**src/rtl/dm_copy_engine.sv**
```systemverilog
// Byte-serial block copy/fill engine driving the DM port set.
// Copy takes READ -> CAPTURE -> WRITE per byte; fill issues back-to-back WRITEs.
module dm_copy_engine #(
  parameter int ADDR_W = 8,
  parameter int DATA_W = 8,
  parameter int LEN_W  = 9
) (
  input  logic              clock,
  input  logic              reset,
  input  logic              start,
  input  logic              op,
  input  logic [ADDR_W-1:0] src_addr,
  input  logic [ADDR_W-1:0] dst_addr,
  input  logic [LEN_W-1:0]  length,
  input  logic [DATA_W-1:0] fill_data,
  input  logic              abort,
  output logic              busy,
  output logic              done,
  output logic [LEN_W-1:0]  bytes_done,
  output logic [ADDR_W-1:0] address,
  output logic [DATA_W-1:0] write_data,
  output logic              mem_write,
  output logic              mem_read,
  input  logic [DATA_W-1:0] read_data
);

  typedef enum logic [2:0] {
    S_IDLE    = 3'd0,
    S_READ    = 3'd1,
    S_CAPTURE = 3'd2,
    S_WRITE   = 3'd3,
    S_DONE    = 3'd4
  } state_t;

  state_t            r_state;
  logic              r_op;
  logic [ADDR_W-1:0] r_src_ptr;
  logic [ADDR_W-1:0] r_dst_ptr;
  logic [LEN_W-1:0]  r_len;
  logic [DATA_W-1:0] r_fill;
  logic              r_busy;
  logic              r_done;
  logic [LEN_W-1:0]  r_bytes_done;
  logic [ADDR_W-1:0] r_address;
  logic [DATA_W-1:0] r_write_data;
  logic              r_mem_write;
  logic              r_mem_read;

  logic [ADDR_W-1:0] w_src_nxt;
  logic [ADDR_W-1:0] w_dst_nxt;
  logic [LEN_W-1:0]  w_cnt_nxt;

  assign w_src_nxt = r_src_ptr + ADDR_W'(1);
  assign w_dst_nxt = r_dst_ptr + ADDR_W'(1);
  assign w_cnt_nxt = r_bytes_done + LEN_W'(1);

  // Outputs are registered: each transition loads the outputs of the state it enters.
  always_ff @(posedge clock or negedge reset) begin
    if (!reset) begin
      r_state      <= S_IDLE;
      r_op         <= 1'b0;
      r_src_ptr    <= '0;
      r_dst_ptr    <= '0;
      r_len        <= '0;
      r_fill       <= '0;
      r_busy       <= 1'b0;
      r_done       <= 1'b0;
      r_bytes_done <= '0;
      r_address    <= '0;
      r_write_data <= '0;
      r_mem_write  <= 1'b0;
      r_mem_read   <= 1'b0;
    end else begin
      r_done      <= 1'b0;
      r_mem_write <= 1'b0;
      r_mem_read  <= 1'b0;
      case (r_state)
        S_IDLE: begin
          if (start && !abort) begin
            r_op         <= op;
            r_src_ptr    <= src_addr;
            r_dst_ptr    <= dst_addr;
            r_len        <= length;
            r_fill       <= fill_data;
            r_bytes_done <= '0;
            if (length == '0) begin
              r_state <= S_DONE;
              r_done  <= 1'b1;
            end else if (op) begin
              r_state      <= S_WRITE;
              r_busy       <= 1'b1;
              r_mem_write  <= 1'b1;
              r_address    <= dst_addr;
              r_write_data <= fill_data;
            end else begin
              r_state    <= S_READ;
              r_busy     <= 1'b1;
              r_mem_read <= 1'b1;
              r_address  <= src_addr;
            end
          end
        end
        S_READ: begin
          if (abort) begin
            r_state <= S_IDLE;
            r_busy  <= 1'b0;
          end else begin
            r_state <= S_CAPTURE;
          end
        end
        S_CAPTURE: begin
          if (abort) begin
            r_state <= S_IDLE;
            r_busy  <= 1'b0;
          end else begin
            // write_data doubles as the copy buffer
            r_state      <= S_WRITE;
            r_mem_write  <= 1'b1;
            r_address    <= r_dst_ptr;
            r_write_data <= read_data;
          end
        end
        S_WRITE: begin
          // The write in this cycle lands at this edge, so it counts even under abort.
          r_bytes_done <= w_cnt_nxt;
          r_src_ptr    <= w_src_nxt;
          r_dst_ptr    <= w_dst_nxt;
          if (abort) begin
            r_state <= S_IDLE;
            r_busy  <= 1'b0;
          end else if (w_cnt_nxt == r_len) begin
            r_state <= S_DONE;
            r_busy  <= 1'b0;
            r_done  <= 1'b1;
          end else if (r_op) begin
            r_mem_write  <= 1'b1;
            r_address    <= w_dst_nxt;
            r_write_data <= r_fill;
          end else begin
            r_state    <= S_READ;
            r_mem_read <= 1'b1;
            r_address  <= w_src_nxt;
          end
        end
        S_DONE: r_state <= S_IDLE;
        default: begin
          r_state <= S_IDLE;
          r_busy  <= 1'b0;
        end
      endcase
    end
  end

  assign busy       = r_busy;
  assign done       = r_done;
  assign bytes_done = r_bytes_done;
  assign address    = r_address;
  assign write_data = r_write_data;
  assign mem_write  = r_mem_write;
  assign mem_read   = r_mem_read;

endmodule

```
**config.mk**
```make
export PLATFORM = sky130hd
export DESIGN_NAME = dm_copy_engine
export DESIGN_NICKNAME = d
export VERILOG_FILES = /design/src/rtl/dm_copy_engine.sv
export SDC_FILE = /design/constraint.sdc
export NUM_CORES = 1
export LEC_CHECK = 0
export BUFFER_PORTS_ARGS = -buffer_cell sky130_fd_sc_hd__buf_2
export CAP_MARGIN = 20
export CORE_UTILIZATION = 45
export CTS_BUF_LIST = sky130_fd_sc_hd__clkbuf_16
export CTS_CLUSTER_DIAMETER = 40
export DETAILED_ROUTE_END_ITERATION = 10
export HOLD_SLACK_MARGIN = 0.08
export PLACE_DENSITY = 0.78
export SLEW_MARGIN = 40
export SYNTH_ARGS = -nofsm -noshare
export SYNTH_HDL_FRONTEND = slang
export SYNTH_SLANG_ARGS = --single-unit
```
**constraint.sdc**
```tcl
create_clock -name clock -period 4.5 [get_ports clock]
set_clock_uncertainty 0.2 [all_clocks]
set_input_delay 0 -clock clock [delete_from_list [all_inputs] [get_ports clock]]
set_output_delay 0 -clock clock [all_outputs]
set_load 0.01 [all_outputs]
```
==> impl_metrics.tcl <==
set metrics [dict create \
    status "finished, final reports clean" \
    cts_sinks 66 \
    r2r-end "r_state[1]$_DFFE_PN0P_" \
    crit_arrival_ps 3460 \
    die_h_um 94.29 \
    drive_above_1_share_pct 21.16 \
    cts_root_buffer "clkbuf_16" \
    seq_area_frac_synth_pct 43.10 \
    maxCapViolations 0 \
    area_growth_syn_to_layout_pct 35.29 \
    synthTopCellsByArea "dfrtp_1 (43%), nand2_1 (8.6%), o21ai_0 (5.0%)" \
    yosysTopAreaCellShare_pct 43.10 \
    cts_tree "built" \
    power.density_nw_per_um2 516.0 \
    synth_seq_cells 66 \
    antenna_cells 0 \
    hold_viol 0 \
    synth_edf_count 0 \
    vias_per_cell 5.766 \
    multi_input_comb_area_um2 2036 \
    cts_hold_buf 61 \
    dr.pass1.iters 6 \
    cts_htree_levels 3 \
    die_area_um2 8890 \
    async_reset_ff_share_pct 100.0 \
    dp.cells 581 \
    clk_pin_slew_worst_paths_ps 60 \
    critPathTopFamily "compound AO/OA/AOI/OAI gates" \
    postCtsSetupBuffers 0 \
    path_max_fanout 9 \
    crit_path_cell_trace "ha_1 > xor3_1 > nor3_1 > o2111ai_1 > a2111oi_4 > o21a_1 > nor3_1 > dlygate4sd3_1" \
    dp_hpwl_mm 6.930 \
    grt_pass1_wl_mm 18.22 \
    rsz0062_at_grt "false" \
    layout_min_cycle_time_ps 3439 \
    first_global_vias 3801 \
    die_w_um 94.29 \
    clockBufferDepth 2 \
    avgSynthCellArea_um2 8.996 \
    yosysMostFrequentCell "nand2_1" \
    gp_congestion 0.8909 \
    maxSlewHeadroom_pct 46.99 \
    slowest_stage "a2111oi_4" \
    seqCellArea_um2 1652 \
    max-vdd-ir-drop_mv 0.3419 \
    fin_tns_setup_ps 0 \
    synth_area_leader_cell "dfrtp_1" \
    ant_nets 0 \
    via_count 3794 \
    cp_common_cell "nor3_1" \
    io_pins 75 \
    fin_util_pct 63.10 \
    synth.net_count 475 \
    required_ps 4520 \
    grt_util_all_layers_pct 26.96 \
    cts_buffers 9 \
    numPortBuffers 74 \
    worstHoldPathType "in -> async" \
    period_share_pct 76.41 \
    drtIter0Drc 296 \
    wirelength_mm 11.22 \
    coreArea_um2 8217 \
    nets 597 \
    reg2reg_from "bytes_done[0]$_DFFE_PN0P_" \
    synth_area_um2 3832 \
    critical-path-max-stage-delay_ps 700 \
    r2r_cells 8 \
    clkLatencyLatePin_ps 340 \
    rows 33 \
    r2r_slack_ps 1060 \
    p_leak_nw 2.403 \
    final-setup-viol-count 0 \
    max_freq_mhz 290.8 \
    grt-ovfl-total 0 \
    wl_per_cell_um 17.05 \
    ys.flop_type "dfrtp_1" \
    start_kind "flop" \
    route.detailed.drc 0 \
    endpoint_kind "flop" \
    ys_warn_count 0 \
    maxSlewViolCount 0 \
    synthTopCellsByCount "nand2_1 (88), dfrtp_1 (66), o21ai_0 (38)" \
    crit_type "reg -> reg" \
    path_buf_inv 1 \
    fillerInstances 646 \
    grt_max_degree 67 \
    syn_inst 426 \
    cts_resized 0 \
    fin_cells 658 \
    start_util_pct 46.64 \
    max_slew.worst_pin.slew_ps 795.2 \
    antenna_found_initial 0 \
    yosysUniqueCellTypes 51 \
]
-- sequential cells by signal, indices dropped and copies added (netlist names) --
signal / count
r_src_ptr: 8
mem_write: 1
bytes_done: 9
r_dst_ptr: 8
mem_read: 1
r_fill: 8
r_op: 1
done: 1
r_len: 9
write_data: 8
busy: 1
address: 8
r_state: 3
-- through the flow --
| stage | hold WS (ps) | setup WS (ps) | total power, mW | area, µm² |
|---|---|---|---|---|
| after floorplan | -495.6 | 1612 | 1.523 | 3832 |
| after global placement | 5.616 | 1408 | 1.761 | 4250 |
| after detailed placement | 11.39 | 1286 | 1.799 | 4253 |
| after CTS | 216.1 | 1063 | 2.650 | 5181 |
| after global routing | 166.8 | 908.3 | 2.827 | 5185 |
| final | 68.90 | 1061 | 2.675 | 5185 |
-- cells by family (layout without fill, tap and decap cells) --
group,after synthesis,count (layout),synth area share [%]
simple gates,164,164,19.26
compound gates,108,108,19.75
flops,66,66,43.09
buf+inv,36,163,3.852
mux,31,31,8.554
xor+xnor,18,18,4.505
fa+ha+maj,3,3,0.9795
-- layout make-up --
class                      count  area share, %
timing repair buffer         140          19.72
clock buffer                   9          4.344
clock inverter                 7          1.786
inverter                       7         0.5068
multi-input combinational    324          39.26
tap                          105          2.534
sequential                    66          31.85
-- worst max path at each step --
stage,start,end,slack [ps],cells past startpoint
2_1_floorplan,bytes_done[0]$_DFFE_PN0P_,address[0]$_DFFE_PN0P_,1610,8
3_3_place_gp,bytes_done[0]$_DFFE_PN0P_,address[0]$_DFFE_PN0P_,1410,7
3_5_place_dp,bytes_done[0]$_DFFE_PN0P_,address[2]$_DFFE_PN0P_,1290,7
4_1_cts,bytes_done[0]$_DFFE_PN0P_,r_state[1]$_DFFE_PN0P_,1060,8
5_1_grt,bytes_done[0]$_DFFE_PN0P_,r_state[1]$_DFFE_PN0P_,910,8
6_report,bytes_done[0]$_DFFE_PN0P_,r_state[1]$_DFFE_PN0P_,1060,8
-- placed cells by master (no fill, tap or decap), types with 2 or more instances in the layout --
cell / instances
mux2i_1: 17
bufinv_16: 2
inv_1: 7
nand4_1: 3
a2bb2oi_1: 4
nor2_1: 23
o21ai_0: 38
clkbuf_16: 9
buf_4: 4
xnor2_1: 7
o221a_2: 2
o22ai_1: 6
nor4_1: 3
nand2_1: 88
xor2_1: 10
a211oi_1: 4
clkinvlp_4: 2
nor3b_1: 3
dfrtp_1: 66
dlygate4sd3_1: 61
o31ai_1: 3
a2111oi_0: 2
a221o_1: 7
nor3_1: 10
mux2_2: 14
a311oi_1: 2
o21a_1: 3
a31oi_1: 4
and4_1: 3
a222oi_1: 2
nor2b_1: 4
ha_1: 3
a21oi_1: 17
nand3_1: 13
a22oi_1: 3
buf_2: 74
and3_1: 9
o41ai_1: 2
-- worst register-to-register path: stages, from the launching register on --
cell and delay (ps):
dfrtp_1 460, ha_1 350, xor3_1 460, nor3_1 150, o2111ai_1 180, a2111oi_4 700, o21a_1 220, nor3_1 40
dlygate4sd3_1 560
-- per-layer routing --
metal | track usage (%) | vias up | part of all wire [%]
met5 | 0 | - | 0
met4 | 9.872 | 0 | 1.9
met3 | 6.796 | 20 | 8.1
met2 | 43.96 | 173 | 48
met1 | 34.31 | 1821 | 42
li1 | - | 1780 | -
-- power by group --
group / internal (mW) / switching [mW]
combinational: 0.457 / 0.454
sequential: 0.791 / 0.216
clock: 0.484 / 0.274
Note: power is estimated with default switching activity, not from simulation.
